[config.mk]
export PLATFORM = sky130hd
export DESIGN_NAME = hazard_scoreboard
export DESIGN_NICKNAME = d
export VERILOG_FILES = /design/src/rtl/hazard_pkg.sv /design/src/rtl/sb_popcount.sv /design/src/rtl/hazard_scoreboard.sv
export SDC_FILE = /design/constraint.sdc
export NUM_CORES = 1
export LEC_CHECK = 0
export BUFFER_PORTS_ARGS = -buffer_cell sky130_fd_sc_hd__buf_4
export CORE_MARGIN = 5
export CORE_UTILIZATION = 50
export CTS_BUF_LIST = sky130_fd_sc_hd__clkbuf_16
export CTS_CLUSTER_SIZE = 28
export DETAILED_ROUTE_END_ITERATION = 7
export GPL_ROUTABILITY_DRIVEN = 0
export GPL_TIMING_DRIVEN = 0
export PLACE_DENSITY_LB_ADDON = 0.1
export REMOVE_ABC_BUFFERS = 1
export SLEW_MARGIN = 20
export SYNTH_ARGS = -nofsm -noshare
export SYNTH_HDL_FRONTEND = slang
export SYNTH_HIERARCHICAL = 1
export SYNTH_SLANG_ARGS = --single-unit
[constraint.sdc]
create_clock -name clk -period 8.5 [get_ports clk]
set_input_delay 0 -clock clk [delete_from_list [all_inputs] [get_ports clk]]
set_output_delay 0 -clock clk [all_outputs]
set_load 0.05 [all_outputs]
[src/rtl/hazard_pkg.sv]
// Shared register-file constants for the pipeline hazard logic.
package hazard_pkg;
  localparam int REG_ADDR_W = 5;
  localparam int NUM_REGS   = 32;

  typedef logic [REG_ADDR_W-1:0] reg_addr_t;
endpackage

[src/rtl/sb_popcount.sv]
// Combinational population count of the scoreboard pending vector.
module sb_popcount #(
  parameter int N = 32
) (
  input  logic [N-1:0] vec,
  output logic [5:0]   cnt
);

  always_comb begin
    cnt = '0;
    for (int i = 0; i < N; i++) begin
      cnt = cnt + 6'(vec[i]);
    end
  end

endmodule

[src/rtl/hazard_scoreboard.sv]
// Register-pending scoreboard beside ID: stalls RAW/WAW hazards and drives PC/IF-ID hold and ID/EX bubble.
// Build option HAZARD_SB_FWD_EN: ALU results are forwarded, so only load producers cause stalls.
module hazard_scoreboard
  import hazard_pkg::*;
#(
  parameter int NREG  = NUM_REGS,
  parameter int AW    = REG_ADDR_W,
  parameter int CNT_W = 16
) (
  input  logic             clk,
  input  logic             rst,
  input  logic             issue_valid,
  input  logic [AW-1:0]    issue_rs,
  input  logic [AW-1:0]    issue_rt,
  input  logic             issue_use_rs,
  input  logic             issue_use_rt,
  input  logic             issue_wr_en,
  input  logic [AW-1:0]    issue_rd,
  input  logic             issue_is_load,
  input  logic             wb_valid,
  input  logic [AW-1:0]    wb_rd,
  output logic             stall,
  output logic             en_pc,
  output logic             en_ifid,
  output logic             bubble,
  output logic [5:0]       pending_cnt,
  output logic [CNT_W-1:0] stall_cycles,
  output logic             err_wb
);

  logic [NREG-1:0]  pend_q, pend_d;
  logic [NREG-1:0]  ld_q, ld_d;
  logic [NREG-1:0]  wb_mask, eff, haz_vec;
  logic [5:0]       pending_cnt_q, pending_cnt_d;
  logic [CNT_W-1:0] stall_cycles_q, stall_cycles_d;
  logic             err_wb_q, err_wb_d;
  logic             raw, waw, fire, rd_nz, wb_nz;

  assign rd_nz = issue_rd != '0;
  assign wb_nz = wb_rd != '0;

  // A writeback this cycle releases its register before the hazard check.
  always_comb begin
    wb_mask = '0;
    if (wb_valid) wb_mask[wb_rd] = 1'b1;
  end

  assign eff = pend_q & ~wb_mask;

`ifdef HAZARD_SB_FWD_EN
  assign haz_vec = eff & ld_q;
`else
  assign haz_vec = eff;
`endif

  assign raw   = (issue_use_rs & haz_vec[issue_rs]) | (issue_use_rt & haz_vec[issue_rt]);
  assign waw   = issue_wr_en & rd_nz & haz_vec[issue_rd];
  assign stall = issue_valid & (raw | waw) & ~rst;
  assign fire  = issue_valid & ~stall;

  assign en_pc   = ~stall;
  assign en_ifid = ~stall;
  assign bubble  = stall;

  // Clear on writeback first so a same-cycle issue to that register wins.
  always_comb begin
    pend_d = pend_q;
    ld_d   = ld_q;
    if (wb_valid) begin
      pend_d[wb_rd] = 1'b0;
      ld_d[wb_rd]   = 1'b0;
    end
    if (fire && issue_wr_en && rd_nz) begin
      pend_d[issue_rd] = 1'b1;
      ld_d[issue_rd]   = issue_is_load;
    end
    pend_d[0] = 1'b0;
    ld_d[0]   = 1'b0;

    err_wb_d = err_wb_q | (wb_valid & wb_nz & ~pend_q[wb_rd]);

    stall_cycles_d = stall_cycles_q;
    if (stall && !(&stall_cycles_q)) stall_cycles_d = stall_cycles_q + CNT_W'(1);
  end

  sb_popcount #(.N(NREG)) u_popcount (
    .vec (pend_d),
    .cnt (pending_cnt_d)
  );

  always_ff @(posedge clk or posedge rst) begin
    if (rst) begin
      pend_q         <= '0;
      ld_q           <= '0;
      pending_cnt_q  <= '0;
      stall_cycles_q <= '0;
      err_wb_q       <= 1'b0;
    end else begin
      pend_q         <= pend_d;
      ld_q           <= ld_d;
      pending_cnt_q  <= pending_cnt_d;
      stall_cycles_q <= stall_cycles_d;
      err_wb_q       <= err_wb_d;
    end
  end

  assign pending_cnt  = pending_cnt_q;
  assign stall_cycles = stall_cycles_q;
  assign err_wb       = err_wb_q;

endmodule

==> reports/results.env <==
COUNT_OF_WARNINGS_EMITTED_BY_YOSYS=6
SWITCHING_SHARE_PCT=46.99
SYNTHESIS.AREA_PER_INSTANCE_UM2=9.487
SEQ_POWER_SHARE_PCT=19.8
CLKSLEWWORSTSETUPHOLDPATHS_NS=0.07
CTS.SINKS=54
HORIZ_DIE_DIM_UM=106.0
VIA_COUNT=4083
NETLIST-CELL-TYPE-COUNT=70
DRTITER0DRC=381
TIMING.CRITICAL_PATH.ARRIVAL_NS=8.02
RSZ_0062_RAISED_AFTER_GLOBAL_ROUTING='false'
CPMOSTUSEDCELL='sky130_fd_sc_hd__fa_1'
FINAL_DESIGN_AREA_NO_FILL_UM2=5204
DIE_H_UM=106.0
ROUTE.FINAL.WIRE_LENGTH_UM=13590
CRITPATHBUFINV=2
PROPORTION_OF_NETLIST_AREA_HELD_BY_THE_LARGEST_AREA_CONTRIBUTOR_PCT=29.31
CORE.ROWCOUNT=35
LEAK_PWR_uW=0.002309
WORST_CLOCK_SKEW_NS=0.008080
SYNTHESIS_STAGE_REGISTER_BIT_COUNT=54
PIN_COUNT=55
CRITICAL-PATH-MAX-STAGE-DELAY_NS=0.75
TIMING.SLEW.HEADROOM_PCT=47.05
CP_MAX_DELAY_CELL='sky130_fd_sc_hd__o21ai_0'
SETUP_VIOLATIONS_FINAL=0
DP_HPWL_UM=10630
TIMING.SETUP.CRITICAL_PATH_CLASS='in -> reg'
YOSYSSEQAREASHARE_PCT=29.31
INTERNAL_POWER_uW=996.4
YOSYS.AREA.TOP_TYPE='sky130_fd_sc_hd__dfrtp_1'
POSTSYNTH.ASYNCRESETSHARE_PCT=100.0
CP_MAX_FO=13
LAYOUT-DRIVE-GT1-SHARE_PCT=18.01
WHS_PATH_DEPTH=2
IRDROPWORSTVDD_mV=0.7719
FLOORPLAN.CORE_AREA_UM2=9109
SYNTH_COMMON_CELLS='sky130_fd_sc_hd__inv_1, sky130_fd_sc_hd__dfrtp_1, sky130_fd_sc_hd__o21ai_0'
ANT_NETS=0
N_ANTENNA_CELL=0
OUTCOME='completed'
RATIO_OF_FINAL_MINIMUM_PERIOD_TO_CLOCK_PERIOD_PCT=91.80
RR_WORST_DEPTH=20
PORTBUFFERS=53
CRIT_PATH_END_KIND='flop'
ANTENNA_FOUND_INITIAL=0
CTS-ROOT-TO-SINK-BUFFERS=2
GRT_PASS1_VIAS=4051
SYNTHESIS.INSTANCES=486
FILLERS=838
TRITONCTS_CLOCK_TREE='yes'
INITIAL_UTILIZATION_PCT=50.62
CTS-BUFFERS-INSERTED=5
CLK_ROOT_BUFFER_CELL='sky130_fd_sc_hd__clkbuf_16'
DRT-WIRELENGTH-PER-CELL_UM=21.47
TIMING.FMAX_MHz=128.2
DPL_CELL_AREA_UM2=5026
LATEST_CLOCK_ARRIVAL_WITHIN_THE_WORST_SKEW_PAIR_NS=0.30
SYNTHFLOPTYPE='sky130_fd_sc_hd__dfrtp_1'
POWER_PER_CELL_AREA_nW_PER_UM2=361.2
DETAIL_ROUTE.FIRST_PASS.ITERATIONS=5
TIMING.CRITICAL_PATH.DEPTH=22
DIE-AREA_UM2=11240
COMB_POWER_SHARE_PCT=67.8
GRT_MAX_DEGREE=56
FINALCRITICALPERIOD_NS=7.803
DRCVIOLATIONCOUNT=0
CRIT_CHAIN='buf_4, nand2b_1, o21ai_0, mux2i_1, o311a_1, a211oi_1, o211ai_2, nor2_4, o2111ai_2, o21ai_0, fa_1, inv_1, fa_1, fa_1, fa_1, fa_1, fa_1, fa_1, fa_1, nand2b_1, a21oi_2, xor2_1'
DRT-VIAS-PER-INSTANCE=6.450
PATH_DELAY_FAMILY='adder cells'
CTS_RESIZED=0
NETLIST_TOP_CELLS_AREA='sky130_fd_sc_hd__dfrtp_1, sky130_fd_sc_hd__fa_1, sky130_fd_sc_hd__o21ai_0'
SWITCHINGPOWER_uW=883.1
CLOCK_POWER_SHARE_PCT=12.4
CP_DATA_REQUIRED_TIME_NS=8.72
GRT_REMAINING_OVERFLOW=0
GRTUSAGETOTAL_PCT=25.34
SLEW_VIOLATIONS=0
H-TREE-DEPTH=2
SYNTHTOLAYOUTAREAGROWTH_PCT=12.86
DRV.MAX_CAP_VIOLATION_COUNT=0
FINAL_NETS=582
WORST_HOLD_PATH_TYPE='in -> reg'
SYNTH_EDF_COUNT=0
POST_SYNTH_INSTANCE_AREA_UM2=4611
REPORT.FINAL.HOLD_VIOL_COUNT=0
WORST_SLEW_PIN_SLEW_NS=0.7860
GRT_PASS1_WL_UM=22430
SETUP.WORST_PATH.START_CLASS='primary input'
SETUP-TNS-FINAL_NS=0
SYNTH.MOST_COMMON_CELL='sky130_fd_sc_hd__inv_1'
-- registers in the layout, summed over array words and instances, names as in the netlist --
name	count
stall_cycles	16
pend_q	31
pending_cnt	6
err_wb	1
-- placed cells by master (no fill, tap or decap), types with 5 or more instances in the layout --
| cell | instances |
|---|---|
| sky130_fd_sc_hd__mux4_2 | 10 |
| sky130_fd_sc_hd__and3_1 | 6 |
| sky130_fd_sc_hd__nor3_1 | 5 |
| sky130_fd_sc_hd__dfrtp_1 | 54 |
| sky130_fd_sc_hd__fa_1 | 24 |
| sky130_fd_sc_hd__o211ai_1 | 21 |
| sky130_fd_sc_hd__ha_1 | 9 |
| sky130_fd_sc_hd__mux2_2 | 6 |
| sky130_fd_sc_hd__inv_1 | 57 |
| sky130_fd_sc_hd__mux2i_1 | 13 |
| sky130_fd_sc_hd__nor2_1 | 21 |
| sky130_fd_sc_hd__nor4_1 | 5 |
| sky130_fd_sc_hd__o21ai_1 | 11 |
| sky130_fd_sc_hd__o2111ai_1 | 12 |
| sky130_fd_sc_hd__xor2_1 | 16 |
| sky130_fd_sc_hd__nand3_1 | 6 |
| sky130_fd_sc_hd__nor2b_1 | 7 |
| sky130_fd_sc_hd__buf_4 | 53 |
| sky130_fd_sc_hd__a21oi_1 | 7 |
| sky130_fd_sc_hd__nand4_1 | 5 |
| sky130_fd_sc_hd__o21ai_0 | 53 |
| sky130_fd_sc_hd__clkbuf_16 | 5 |
| sky130_fd_sc_hd__nand2_1 | 25 |
| sky130_fd_sc_hd__a211oi_1 | 5 |
| sky130_fd_sc_hd__nand2b_1 | 8 |
-- power groups by stage --
stage                     Sequential [uW]  Clock [uW]  Combinational [uW]
final                                 373         233                1270
after global routing                  379         249                1470
after CTS                             371         238                1310
after detailed placement              376           0                1290
after global placement                374           0                1270
after floorplan                       437           0                 889
-- final cells by class --
type / instances / area (um^2) / share of cell area, %
sequential: 54 / 1351 / 25.97
inverter: 58 / 220.2 / 4.232
tap: 111 / 138.9 / 2.669
multi-input combinational: 348 / 2918 / 56.07
timing repair buffer: 54 / 407.9 / 7.838
clock buffer: 5 / 125.1 / 2.404
clock inverter: 3 / 42.54 / 0.8175
-- per-stage QoR --
stage / utilization (%) / hold WS, ns / worst slack, ns / std cells / power (uW)
finish: 57.13 / 0.07660 / 0.6966 / 633 / 1879
global route: 57.13 / 0.08068 / 0.4650 / 633 / 2098
CTS: 57.13 / 0.06963 / 0.7250 / 633 / 1923
detailed placement: 55.18 / 0.1990 / 0.4495 / 624 / 1670
global placement: 55.15 / 0.3730 / 0.4582 / 624 / 1642
floorplan: - / 0.1522 / 2.025 / 460 / 1326
-- per-layer routing --
layer,global-route usage [%],vias up,share of wire (%)
met2,39.66,237,47
met1,34.85,1948,41
met5,0,-,0
met3,4.372,52,8.7
met4,10.64,0,4.1
li1,-,1846,-
-- final timing paths --
path	from	to	slack [ns]
max	wb_rd[2]	pending_cnt[4]	0.70
min reg2reg	err_wb	err_wb	0.48
min	wb_valid	err_wb	0.08
min in group asynchronous	rst	stall_cycles[10]	0.45
max in group asynchronous	rst	pend_q[20]	7.57
max reg2reg	pend_q[18]	pending_cnt[4]	1.02
-- cells by family after synthesis --
family | share of synthesized area, %
compound gates | 22.85
xor+xnor | 3.799
fa+ha+maj | 12.86
buf+inv | 7.408
flops | 29.31
mux | 9.172
other cells | 0.08133
simple gates | 14.52
-- what timing repair did --
action	in CTS	in global routing
setup buffers	0	0
endpoints found under the hold margin	54	0
hold buffers	1	0
No activity file was read; power rests on OpenSTA's default activity.
